File: src/rtl/spi_pkg.sv
// Shared types and constants for the receive-only SPI master.
package spi_pkg;
  localparam int FRAME_W      = 8;
  localparam int IDX_W        = 4;
  localparam int SCK_HALF_DEF = 20;

  typedef enum logic [1:0] {
    IDLE = 2'd0,
    XFER = 2'd1,
    DONE = 2'd2
  } state_t;
endpackage

File: src/rtl/spi_master_rx_unit_if.sv
// Host request/response and SPI pin bundle for spi_master_rx_unit.
interface spi_master_rx_unit_if;
  import spi_pkg::*;

  logic               get;
  logic [FRAME_W-1:0] data;
  logic               busy;
  logic               rdy;
  logic               sck;
  logic               ss;
  logic               miso;

  modport master (input get, miso, output data, busy, rdy, sck, ss);
  modport slave  (output get, miso, input data, busy, rdy, sck, ss);
endinterface

File: src/rtl/spi_sck_div.sv
// Half-period counter: tick pulses on every SCK_HALF-th enabled clk.
module spi_sck_div #(
  parameter int SCK_HALF = 20
) (
  input  logic clk,
  input  logic rst_n,
  input  logic en,
  output logic tick
);
  localparam int CNT_W = (SCK_HALF > 2) ? $clog2(SCK_HALF) : 1;

  logic [CNT_W-1:0] cnt;

  assign tick = en && (cnt == CNT_W'(SCK_HALF - 1));

  // Held at zero while disabled so every frame and gap starts a full half-period.
  always_ff @(posedge clk or negedge rst_n) begin
    if (!rst_n)              cnt <= '0;
    else if (!en || tick)    cnt <= '0;
    else                     cnt <= cnt + CNT_W'(1);
  end
endmodule

File: src/rtl/spi_master_rx_unit.sv
// Receive-only SPI master, mode 0, MSB first, 8-bit frames with rdy strobe.
module spi_master_rx_unit
  import spi_pkg::*;
#(
  parameter int SCK_HALF = SCK_HALF_DEF
) (
  input  logic                clk,
  input  logic                rst_n,
  spi_master_rx_unit_if.master bus,
  output logic [1:0]          _dbg_cs,
  output logic [IDX_W-1:0]    _dbg_idx,
  output logic [FRAME_W-1:0]  _dbg_buff
);
  state_t             state, state_nxt;
  logic               ss_q, ss_nxt;
  logic               sck_q, sck_nxt;
  logic               busy_q, busy_nxt;
  logic               rdy_q, rdy_nxt;
  logic [FRAME_W-1:0] data_q, data_nxt;
  logic [FRAME_W-1:0] buff_q, buff_nxt;
  logic [IDX_W-1:0]   idx_q, idx_nxt;
  logic               div_en, tick;

  assign div_en = (state == XFER) || (state == DONE);

  spi_sck_div #(.SCK_HALF(SCK_HALF)) u_div (
    .clk  (clk),
    .rst_n(rst_n),
    .en   (div_en),
    .tick (tick)
  );

  always_ff @(posedge clk or negedge rst_n) begin
    if (!rst_n) state <= IDLE;
    else        state <= state_nxt;
  end

  always_ff @(posedge clk or negedge rst_n) begin
    if (!rst_n) begin
      ss_q   <= 1'b1;
      sck_q  <= 1'b0;
      busy_q <= 1'b0;
      rdy_q  <= 1'b0;
      data_q <= '0;
      buff_q <= '0;
      idx_q  <= '0;
    end else begin
      ss_q   <= ss_nxt;
      sck_q  <= sck_nxt;
      busy_q <= busy_nxt;
      rdy_q  <= rdy_nxt;
      data_q <= data_nxt;
      buff_q <= buff_nxt;
      idx_q  <= idx_nxt;
    end
  end

  always_comb begin
    state_nxt = state;
    ss_nxt    = ss_q;
    sck_nxt   = sck_q;
    busy_nxt  = busy_q;
    rdy_nxt   = 1'b0;
    data_nxt  = data_q;
    buff_nxt  = buff_q;
    idx_nxt   = idx_q;
    case (state)
      IDLE: begin
        ss_nxt   = 1'b1;
        sck_nxt  = 1'b0;
        busy_nxt = 1'b0;
        if (bus.get) begin
          state_nxt = XFER;
          ss_nxt    = 1'b0;
          busy_nxt  = 1'b1;
          idx_nxt   = '0;
          buff_nxt  = '0;
        end
      end
      XFER: begin
        if (tick) begin
          if (!sck_q) begin
            // Rising edge: the slave set miso on the previous falling edge.
            sck_nxt  = 1'b1;
            buff_nxt = {buff_q[FRAME_W-2:0], bus.miso};
            idx_nxt  = idx_q + IDX_W'(1);
          end else if (idx_q == IDX_W'(FRAME_W)) begin
            state_nxt = DONE;
            ss_nxt    = 1'b1;
            sck_nxt   = 1'b0;
            data_nxt  = buff_q;
            rdy_nxt   = 1'b1;
          end else begin
            sck_nxt = 1'b0;
          end
        end
      end
      DONE: begin
        ss_nxt  = 1'b1;
        sck_nxt = 1'b0;
        if (tick) begin
          state_nxt = IDLE;
          busy_nxt  = 1'b0;
        end
      end
      default: begin
        state_nxt = IDLE;
        ss_nxt    = 1'b1;
        sck_nxt   = 1'b0;
        busy_nxt  = 1'b0;
      end
    endcase
  end

  assign bus.ss    = ss_q;
  assign bus.sck   = sck_q;
  assign bus.busy  = busy_q;
  assign bus.rdy   = rdy_q;
  assign bus.data  = data_q;
  assign _dbg_cs   = state;
  assign _dbg_idx  = idx_q;
  assign _dbg_buff = buff_q;
endmodule

File: src/flat_wrapper.sv
// flat-port wrapper written by rule: the top's interface ports become plain ports
module spi_master_rx_unit_flat import spi_pkg::*;
#(
  parameter int SCK_HALF = SCK_HALF_DEF
)
  (clk, rst_n, _dbg_cs, _dbg_idx, _dbg_buff, bus_get, bus_miso, bus_data, bus_busy, bus_rdy, bus_sck, bus_ss);
  spi_master_rx_unit_if bus_i ();
  input  logic clk;
  input  logic rst_n;
  output logic [1:0] _dbg_cs;
  output logic [IDX_W-1:0] _dbg_idx;
  output logic [FRAME_W-1:0] _dbg_buff;
  input wire logic [$bits(bus_i.get)-1:0] bus_get;
  input wire logic [$bits(bus_i.miso)-1:0] bus_miso;
  output wire logic [$bits(bus_i.data)-1:0] bus_data;
  output wire logic [$bits(bus_i.busy)-1:0] bus_busy;
  output wire logic [$bits(bus_i.rdy)-1:0] bus_rdy;
  output wire logic [$bits(bus_i.sck)-1:0] bus_sck;
  output wire logic [$bits(bus_i.ss)-1:0] bus_ss;
  assign bus_i.get = bus_get;
  assign bus_i.miso = bus_miso;
  assign bus_data = bus_i.data;
  assign bus_busy = bus_i.busy;
  assign bus_rdy = bus_i.rdy;
  assign bus_sck = bus_i.sck;
  assign bus_ss = bus_i.ss;
  spi_master_rx_unit #(.SCK_HALF(SCK_HALF)) u_core (.clk(clk), .rst_n(rst_n), .bus(bus_i), ._dbg_cs(_dbg_cs), ._dbg_idx(_dbg_idx), ._dbg_buff(_dbg_buff));
endmodule
File: config.mk
export PLATFORM = sky130hd
export DESIGN_NAME = spi_master_rx_unit_flat
export DESIGN_NICKNAME = d
export VERILOG_FILES = /design/src/rtl/spi_pkg.sv /design/src/rtl/spi_master_rx_unit_if.sv /design/src/rtl/spi_sck_div.sv /design/src/rtl/spi_master_rx_unit.sv /design/src/flat_wrapper.sv
export SDC_FILE = /design/constraint.sdc
export NUM_CORES = 1
export LEC_CHECK = 0
export CORE_UTILIZATION = 53
export DETAILED_ROUTE_END_ITERATION = 8
export PLACE_DENSITY = 0.83
export RECOVER_POWER = 25
export SYNTH_ARGS = -nofsm -noshare
export SYNTH_HDL_FRONTEND = slang
export SYNTH_SLANG_ARGS = --single-unit
File: constraint.sdc
create_clock -name clk -period 5.88 [get_ports clk]
set_clock_uncertainty 0.2 [all_clocks]
set_input_delay 0.588 -clock clk [delete_from_list [all_inputs] [get_ports clk]]
set_output_delay 0.588 -clock clk [all_outputs]
set_load 0.02 [all_outputs]
==> results of run 1 <==
[report_power, final]
part | internal [mW] | leakage (nW) | switching [mW] | total, mW
combinational | 0.00273 | 0.381 | 0.00520 | 0.00793
sequential | 0.213 | 0.403 | 0.000398 | 0.214
clock | 0.0703 | 0.0386 | 0.0690 | 0.139
[final cells by class]
| type | count | share of cell area [%] |
|---|---|---|
| clock buffers | 8 | 3.81 |
| flip-flops and latches | 31 | 43.0 |
| repair buffers | 30 | 16.3 |
| well taps | 30 | 2.08 |
| multi-input cells | 73 | 33.2 |
| inverters | 8 | 1.66 |
[cell usage after synthesis (all sizes together) (2+ instances only)]
master / number
a21oi: 4
a22o: 9
o21ai: 8
ha: 6
mux2i: 3
nand2: 3
nand3b: 2
nand3: 2
inv: 8
dfrtp: 30
nor2: 6
mux2: 9
nor3: 3
o31ai: 2
[stage by stage]
stage | instance area [µm²] | total power, mW | setup slack, ns
after detailed placement | 1740 | 0.227 | 3.56
after global routing | 1810 | 0.373 | 3.08
after floorplan | 1420 | 0.219 | 3.61
after global placement | 1740 | 0.227 | 3.59
after CTS | 1810 | 0.365 | 3.56
final | 1810 | 0.361 | 3.54
[registers in the layout, indices dropped and copies added, names as in the netlist]
signal / count
u_core._dbg_cs: 2
u_core.bus.busy: 1
u_core.u_div.cnt: 5
u_core.bus.data: 8
u_core._dbg_idx: 4
u_core.bus.rdy: 1
u_core.bus.ss: 1
u_core.bus.sck: 1
u_core._dbg_buff: 8
[layer usage]
metal | global-route usage (%) | up-vias
met2 | 36.8 | 32
met4 | 9.21 | 0
met3 | 6.21 | 4
met5 | 0 | -
li1 | - | 487
met1 | 26.7 | 493
[worst paths after layout]
path,startpoint,to,slack (ns),cells past startpoint
worst max-delay path,u_core._dbg_cs[1]$_DFFE_PN0P_,u_core._dbg_idx[0]$_DFFE_PN0P_,3.54,6
worst min-delay path,u_core.u_div.cnt[0]$_DFF_PN0_,u_core.u_div.cnt[0]$_DFF_PN0_,0.29,1
worst max register to register,u_core._dbg_cs[1]$_DFFE_PN0P_,u_core._dbg_idx[0]$_DFFE_PN0P_,3.54,6
worst min register to register,u_core.u_div.cnt[0]$_DFF_PN0_,u_core.u_div.cnt[0]$_DFF_PN0_,0.29,1
max in group asynchronous,rst_n,u_core._dbg_idx[3]$_DFFE_PN0P_,3.55,2
min in group asynchronous,rst_n,u_core.u_div.cnt[4]$_DFF_PN0_,1.00,2
[cell families after synthesis]
family                     share of synthesized area (%)
AOI/OAI and AO/OA                                   14.2
xor gates and xnor gates                           0.616
adders and majority gates                           5.28
buffers and inverters                               3.17
DFF                                                 54.6
muxes                                               9.50
and+or+nand+nor                                     12.6
==> flow_results.xml, run 1 <==
<?xml version="1.0" encoding="UTF-8"?>
<metrics>
  <group name="route">
    <metric name="m1WireLength" unit="µm">1240</metric>
    <metric name="vias" unit="">1016</metric>
    <metric name="drcViolationCount" unit="">0</metric>
    <metric name="wire_per_inst" unit="µm">15.4</metric>
    <metric name="totalWireLength" unit="µm">2770</metric>
    <metric name="detail_route.first_pass.iterations" unit="">4</metric>
    <metric name="vias_per_cell" unit="">5.64</metric>
    <metric name="wl_met2" unit="µm">1360</metric>
    <metric name="antenna_violating_nets_post_route" unit="">0</metric>
    <metric name="routed.top_layer" unit="">met4</metric>
    <metric name="first_iter_violations" unit="">17</metric>
    <metric name="routed_wl_met3" unit="µm">137</metric>
  </group>
  <group name="final_layout">
    <metric name="num_antenna_cells" unit="">0</metric>
    <metric name="multi_input_comb_area" unit="µm²">601</metric>
    <metric name="area.sequential" unit="µm²">777</metric>
    <metric name="layout_common_cells" unit="">sky130_fd_sc_hd__dfrtp_1, sky130_fd_sc_hd__clkdlybuf4s50_1, sky130_fd_sc_hd__a22o_2</metric>
    <metric name="mostFrequentLayoutCell" unit="">sky130_fd_sc_hd__dfrtp_1</metric>
    <metric name="layout.core_utilization" unit="%">72.3</metric>
    <metric name="final_layout_size_suffix_gt1_share" unit="%">20.7</metric>
    <metric name="fin_nets" unit="">159</metric>
    <metric name="fillCellCount" unit="">179</metric>
    <metric name="areaGrowthSynthToFinish" unit="%">27.1</metric>
    <metric name="layout.cells.non_filler" unit="">180</metric>
  </group>
  <group name="critical_path">
    <metric name="worst-setup-path-type" unit="">flip-flop to flip-flop</metric>
    <metric name="worst-path-max-fanout" unit="">10</metric>
    <metric name="crit_slowest_cell" unit="">sky130_fd_sc_hd__or3_4</metric>
    <metric name="critical_path_arrival" unit="ns">2.35</metric>
    <metric name="crit_path_leading_delay_family" unit="">simple AND/OR/NAND/NOR gates</metric>
    <metric name="critPathMostFrequentCell" unit="">sky130_fd_sc_hd__inv_1</metric>
    <metric name="critical_path.cell_chain" unit="">inv_1 -&gt; ha_1 -&gt; inv_1 -&gt; or3_4 -&gt; o22a_1 -&gt; mux2_4</metric>
    <metric name="cp_slowest_stage_delay" unit="ns">0.44</metric>
    <metric name="critPathRequiredTime" unit="ns">5.89</metric>
    <metric name="critical_path.n_buffers_inverters" unit="">2</metric>
    <metric name="cp-start-kind" unit="">flip-flop</metric>
    <metric name="critPathCaptureType" unit="">flip-flop</metric>
  </group>
  <group name="placed_design">
    <metric name="place_hpwl" unit="µm">1940</metric>
    <metric name="place.port_buffers" unit="">29</metric>
    <metric name="gpl.final_weighted_congestion" unit="">0.797</metric>
    <metric name="post-place-cells" unit="">172</metric>
  </group>
  <group name="worst_hold_path">
    <metric name="worstHoldPathType" unit="">flip-flop to flip-flop</metric>
  </group>
  <group name="timing">
    <metric name="fin_crit" unit="ns">2.34</metric>
    <metric name="fin_worst_hold_slack" unit="ns">0.291</metric>
    <metric name="setup_violations" unit="">0</metric>
    <metric name="slew-limit-headroom" unit="%">-6.94</metric>
    <metric name="fin_tns_setup" unit="ns">0</metric>
    <metric name="finalHoldViolations" unit="">0</metric>
    <metric name="tightestPinTransition" unit="ns">1.60</metric>
    <metric name="post-route-period-util" unit="%">39.8</metric>
    <metric name="report.final.slew_viol_count" unit="">32</metric>
    <metric name="fmaxAchievable" unit="MHz">428</metric>
    <metric name="rsz_0062_raised_after_global_routing" unit="">no</metric>
  </group>
  <group name="floorplanning">
    <metric name="die_y" unit="µm">53.8</metric>
    <metric name="die-area" unit="µm²">2900</metric>
    <metric name="floorplan.initialDensity" unit="%">56.9</metric>
    <metric name="core-area" unit="µm²">2500</metric>
    <metric name="std_cell_rows" unit="">18</metric>
    <metric name="die_x" unit="µm">53.8</metric>
    <metric name="design.portCount" unit="">30</metric>
  </group>
  <group name="run">
    <metric name="drv_cap" unit="">1</metric>
  </group>
  <group name="grt">
    <metric name="antenna_found_initial" unit="">0</metric>
    <metric name="largest_net_degree_at_the_start_of_global_routing" unit="">32</metric>
    <metric name="grt_first_pass_wirelength" unit="µm">4380</metric>
    <metric name="global_route_total_overflow" unit="">0</metric>
    <metric name="gr-usage-all-layers" unit="%">22.1</metric>
    <metric name="first_global_vias" unit="">964</metric>
  </group>
  <group name="synthesis">
    <metric name="yosys-top-cells-area" unit="">sky130_fd_sc_hd__dfrtp_1, sky130_fd_sc_hd__a22o_2, sky130_fd_sc_hd__mux2_2, sky130_fd_sc_hd__ha_1, sky130_fd_sc_hd__o21ai_0</metric>
    <metric name="number_of_enable_type_register_cells_in_the_synthesized_netlist" unit="">0</metric>
    <metric name="syn-num-nets" unit="">124</metric>
    <metric name="syn_area" unit="µm²">1420</metric>
    <metric name="netlist_instances" unit="">114</metric>
    <metric name="synth_sequential_area_ratio" unit="%">54.6</metric>
    <metric name="synth_cell_types" unit="">35</metric>
    <metric name="synthFlopType" unit="">sky130_fd_sc_hd__dfrtp_1</metric>
    <metric name="netlist.area_leader.share" unit="%">52.8</metric>
    <metric name="synth_top_cell_by_area" unit="">sky130_fd_sc_hd__dfrtp_1</metric>
    <metric name="yosys_register_bits" unit="">31</metric>
    <metric name="post_synth.cell_area_avg" unit="µm²">12.5</metric>
    <metric name="yosys_warnings" unit="">0</metric>
    <metric name="synth-async-reset-ratio" unit="%">100</metric>
  </group>
  <group name="clocking">
    <metric name="cts_buffers" unit="">5</metric>
    <metric name="post_cts_setup_buffer_count" unit="">0</metric>
    <metric name="worst_skew_pair.late_latency" unit="ns">0.32</metric>
    <metric name="clock-sinks" unit="">31</metric>
    <metric name="clk_root_buffer_cell" unit="">sky130_fd_sc_hd__clkbuf_4</metric>
    <metric name="cts_max_path_buffers" unit="">2</metric>
    <metric name="cts-hold-fix-buffers" unit="">0</metric>
    <metric name="h-tree-depth" unit="">2</metric>
    <metric name="cts.reportedPaths.clkPinSlew" unit="ns">0.10</metric>
    <metric name="postCtsResizedCells" unit="">0</metric>
    <metric name="tritoncts" unit="">built</metric>
  </group>
  <group name="power">
    <metric name="worst_ir_drop_vdd" unit="mV">0.214</metric>
    <metric name="static-leakage-power" unit="nW">0.822</metric>
    <metric name="power_per_cell_area" unit="nW/µm²">200</metric>
  </group>
  <group name="run_status">
    <metric name="failed_checks" unit="">max-capacitance violations, max-slew violations</metric>
    <metric name="outcome" unit="">finished with violations</metric>
  </group>
</metrics>
Power figures use the tool's default switching activity.
==> inputs of run 2 (changes only) <==
--- a/config.mk
+++ b/config.mk
@@ -5,9 +5,9 @@
 export SDC_FILE = /design/constraint.sdc
 export NUM_CORES = 1
 export LEC_CHECK = 0
-export CORE_UTILIZATION = 53
+export CORE_UTILIZATION = 45
 export DETAILED_ROUTE_END_ITERATION = 8
-export PLACE_DENSITY = 0.83
+export PLACE_DENSITY = 0.75
 export RECOVER_POWER = 25
 export SYNTH_ARGS = -nofsm -noshare
 export SYNTH_HDL_FRONTEND = slang
==> constraint.sdc (replaced) <==
create_clock -name clk -period 1.97 [get_ports clk]
set_clock_uncertainty 0.2 [all_clocks]
set_input_delay 0.197 -clock clk [delete_from_list [all_inputs] [get_ports clk]]
set_output_delay 0.197 -clock clk [all_outputs]
set_load 0.02 [all_outputs]
==> run 2 against run 1 <==
The flow now finishes without violations. Combinational power grew to 3.3 times the previous value. Critical path type unchanged. Power grew to 3.3 times the previous value. Critical path depth is the same. First-iteration DRC count grew 100%. Core utilization shrank 3.9 points. Final area grew 15%. Via count grew 7.1%. Setup slack lost 3.5 ns. Cell count grew 19%. Sequential power grew to 3.0 times the previous value.
==> flow_results.xml, run 2 (synthesized netlist as in run 1, its figures left out) <==
<?xml version="1.0" encoding="UTF-8"?>
<metrics>
  <group name="final_layout">
    <metric name="final_layout_size_suffix_gt1_share" unit="%">37.1</metric>
    <metric name="areaGrowthSynthToFinish" unit="%">45.6</metric>
    <metric name="layout.core_utilization" unit="%">68.4</metric>
    <metric name="layout.cells.non_filler" unit="">214</metric>
    <metric name="design_area" unit="µm²">2070</metric>
    <metric name="num_antenna_cells" unit="">0</metric>
    <metric name="layout_common_cells" unit="">sky130_fd_sc_hd__clkdlybuf4s50_1, sky130_fd_sc_hd__dfrtp_1, sky130_fd_sc_hd__buf_4, sky130_fd_sc_hd__a22o_2</metric>
    <metric name="fin_nets" unit="">179</metric>
  </group>
  <group name="grt">
    <metric name="gr-usage-all-layers" unit="%">21.4</metric>
    <metric name="global_route_total_overflow" unit="">0</metric>
    <metric name="grt_first_pass_wirelength" unit="µm">5200</metric>
    <metric name="first_global_vias" unit="">1126</metric>
    <metric name="antenna_found_initial" unit="">0</metric>
    <metric name="largest_net_degree_at_the_start_of_global_routing" unit="">32</metric>
  </group>
  <group name="floorplanning">
    <metric name="floorplan.initialDensity" unit="%">47.0</metric>
    <metric name="design.portCount" unit="">30</metric>
    <metric name="die-area" unit="µm²">3390</metric>
    <metric name="core-area" unit="µm²">3030</metric>
    <metric name="die_x" unit="µm">58.2</metric>
    <metric name="die_y" unit="µm">58.2</metric>
    <metric name="std_cell_rows" unit="">20</metric>
  </group>
  <group name="placed_design">
    <metric name="place_hpwl" unit="µm">2150</metric>
    <metric name="post-place-cells" unit="">205</metric>
    <metric name="place_worst_setup_slack" unit="ns">-0.0194</metric>
    <metric name="gpl.final_weighted_congestion" unit="">0.878</metric>
    <metric name="postPlaceCellArea" unit="µm²">1920</metric>
    <metric name="place.port_buffers" unit="">29</metric>
  </group>
  <group name="critical_path">
    <metric name="rr_endpoint" unit="">u_core._dbg_idx[0]$_DFFE_PN0P_</metric>
    <metric name="r2r_startpoint" unit="">u_core._dbg_cs[0]$_DFFE_PN0P_</metric>
    <metric name="critical_path_arrival" unit="ns">1.94</metric>
    <metric name="worst-path-max-fanout" unit="">10</metric>
    <metric name="critPathCaptureType" unit="">flip-flop</metric>
    <metric name="ff2ff_setup_slack" unit="ns">0.06</metric>
    <metric name="critPathLaunch" unit="">u_core._dbg_cs[0]$_DFFE_PN0P_</metric>
    <metric name="critPathRequiredTime" unit="ns">2.01</metric>
    <metric name="crit_path_end" unit="">u_core._dbg_idx[0]$_DFFE_PN0P_</metric>
    <metric name="worst-setup-path-type" unit="">flip-flop to flip-flop</metric>
    <metric name="r2r_cells" unit="">6</metric>
    <metric name="cp-start-kind" unit="">flip-flop</metric>
  </group>
  <group name="route">
    <metric name="detail_route.first_pass.iterations" unit="">4</metric>
    <metric name="wire_per_inst" unit="µm">14.6</metric>
    <metric name="drcViolationCount" unit="">0</metric>
    <metric name="totalWireLength" unit="µm">3120</metric>
    <metric name="vias" unit="">1088</metric>
    <metric name="first_iter_violations" unit="">34</metric>
    <metric name="vias_per_cell" unit="">5.08</metric>
    <metric name="antenna_violating_nets_post_route" unit="">0</metric>
  </group>
  <group name="run">
    <metric name="drv_cap" unit="">0</metric>
  </group>
  <group name="worst_hold_path">
    <metric name="worstHoldPathType" unit="">input port to async pin</metric>
  </group>
  <group name="timing">
    <metric name="fin_crit" unit="ns">1.91</metric>
    <metric name="finalHoldViolations" unit="">0</metric>
    <metric name="fmaxAchievable" unit="MHz">525</metric>
    <metric name="tightestPinTransition" unit="ns">0.765</metric>
    <metric name="setup_violations" unit="">0</metric>
    <metric name="report.final.slew_viol_count" unit="">0</metric>
    <metric name="slew-limit-headroom" unit="%">49.0</metric>
    <metric name="post-route-period-util" unit="%">96.7</metric>
    <metric name="final.setup.worst_slack" unit="ns">0.0647</metric>
    <metric name="rsz_0062_raised_after_global_routing" unit="">no</metric>
  </group>
  <group name="power">
    <metric name="worst_ir_drop_vdd" unit="mV">0.462</metric>
    <metric name="static-leakage-power" unit="nW">0.935</metric>
    <metric name="power_per_cell_area" unit="nW/µm²">578</metric>
  </group>
  <group name="clocking">
    <metric name="h-tree-depth" unit="">2</metric>
    <metric name="cts_buffers" unit="">5</metric>
    <metric name="clock-sinks" unit="">31</metric>
    <metric name="cts.reportedPaths.clkPinSlew" unit="ns">0.10</metric>
    <metric name="tritoncts" unit="">built</metric>
    <metric name="worst_skew_pair.late_latency" unit="ns">0.34</metric>
    <metric name="post_cts_setup_buffer_count" unit="">0</metric>
    <metric name="cts_max_path_buffers" unit="">2</metric>
    <metric name="clk_root_buffer_cell" unit="">sky130_fd_sc_hd__clkbuf_4</metric>
    <metric name="cts-hold-fix-buffers" unit="">0</metric>
  </group>
  <group name="run_status">
    <metric name="outcome" unit="">completed</metric>
  </group>
</metrics>
-- run 2: per-stage QoR --
| step | hold WS [ns] | power (mW) | TNS [ns] |
|---|---|---|---|
| after floorplan | -0.299 | 0.653 | -0.303 |
| after global placement | 0.285 | 0.678 | 0 |
| after detailed placement | 0.294 | 0.679 | -0.0194 |
| after CTS | 0.0354 | 1.21 | 0 |
| after global routing | 0.259 | 1.24 | 0 |
| final | 0.242 | 1.20 | 0 |
-- run 2: final cells by class --
type / instances / area, µm²
fill: 245 / 956
sequential: 31 / 779
multi-input combinational: 73 / 662
timing repair buffer: 50 / 457
tap: 44 / 55.1
clock buffer: 6 / 51.3
clock inverter: 2 / 35.0
inverter: 8 / 32.5
-- run 2: routing by layer --
metal | vias to the layer above | GRT usage (%) | wire length (µm)
met1 | 531 | 26.8 | 1390
met5 | - | 0 | 0
met2 | 29 | 33.2 | 1520
li1 | 523 | - | -
met4 | 0 | 8.50 | 53
met3 | 5 | 8.48 | 156
-- run 2: what timing repair did --
item                                    4_1_cts  5_1_grt
pin swaps                                     0        3
gates cloned                                  0        1
gates resized for setup                       1       12
endpoints found under the hold margin         0        0
endpoints found under the setup margin        3       22
-- run 2: worst min path at each step --
stage	to	slack, ns	depth (start not counted)
global placement	u_core.bus.data[6]$_DFFE_PN0P_	0.29	1
detailed placement	u_core.bus.data[6]$_DFFE_PN0P_	0.29	1
floorplan	u_core._dbg_buff[0]$_DFFE_PN0P_	-0.30	0
finish	u_core._dbg_cs[0]$_DFFE_PN0P_	0.24	2
global route	u_core._dbg_buff[0]$_DFFE_PN0P_	0.26	2
CTS	u_core.bus.data[7]$_DFFE_PN0P_	0.04	2
-- run 2: where the power goes --
group	total (mW)	leakage, nW	internal, mW	switching [mW]
registers	0.638	0.401	0.637	0.00121
clock network	0.533	0.0482	0.300	0.234
logic	0.0260	0.486	0.00961	0.0164
total	1.20	0.935	0.946	0.251
-- run 2: worst max-delay path, stage by stage (launching register included) --
cell and delay [ns]:
sky130_fd_sc_hd__dfrtp_2 0.38, sky130_fd_sc_hd__inv_2 0.05, sky130_fd_sc_hd__ha_4 0.28, sky130_fd_sc_hd__inv_4 0.05
sky130_fd_sc_hd__or3_4 0.33, sky130_fd_sc_hd__o22a_4 0.24, sky130_fd_sc_hd__mux2_4 0.26
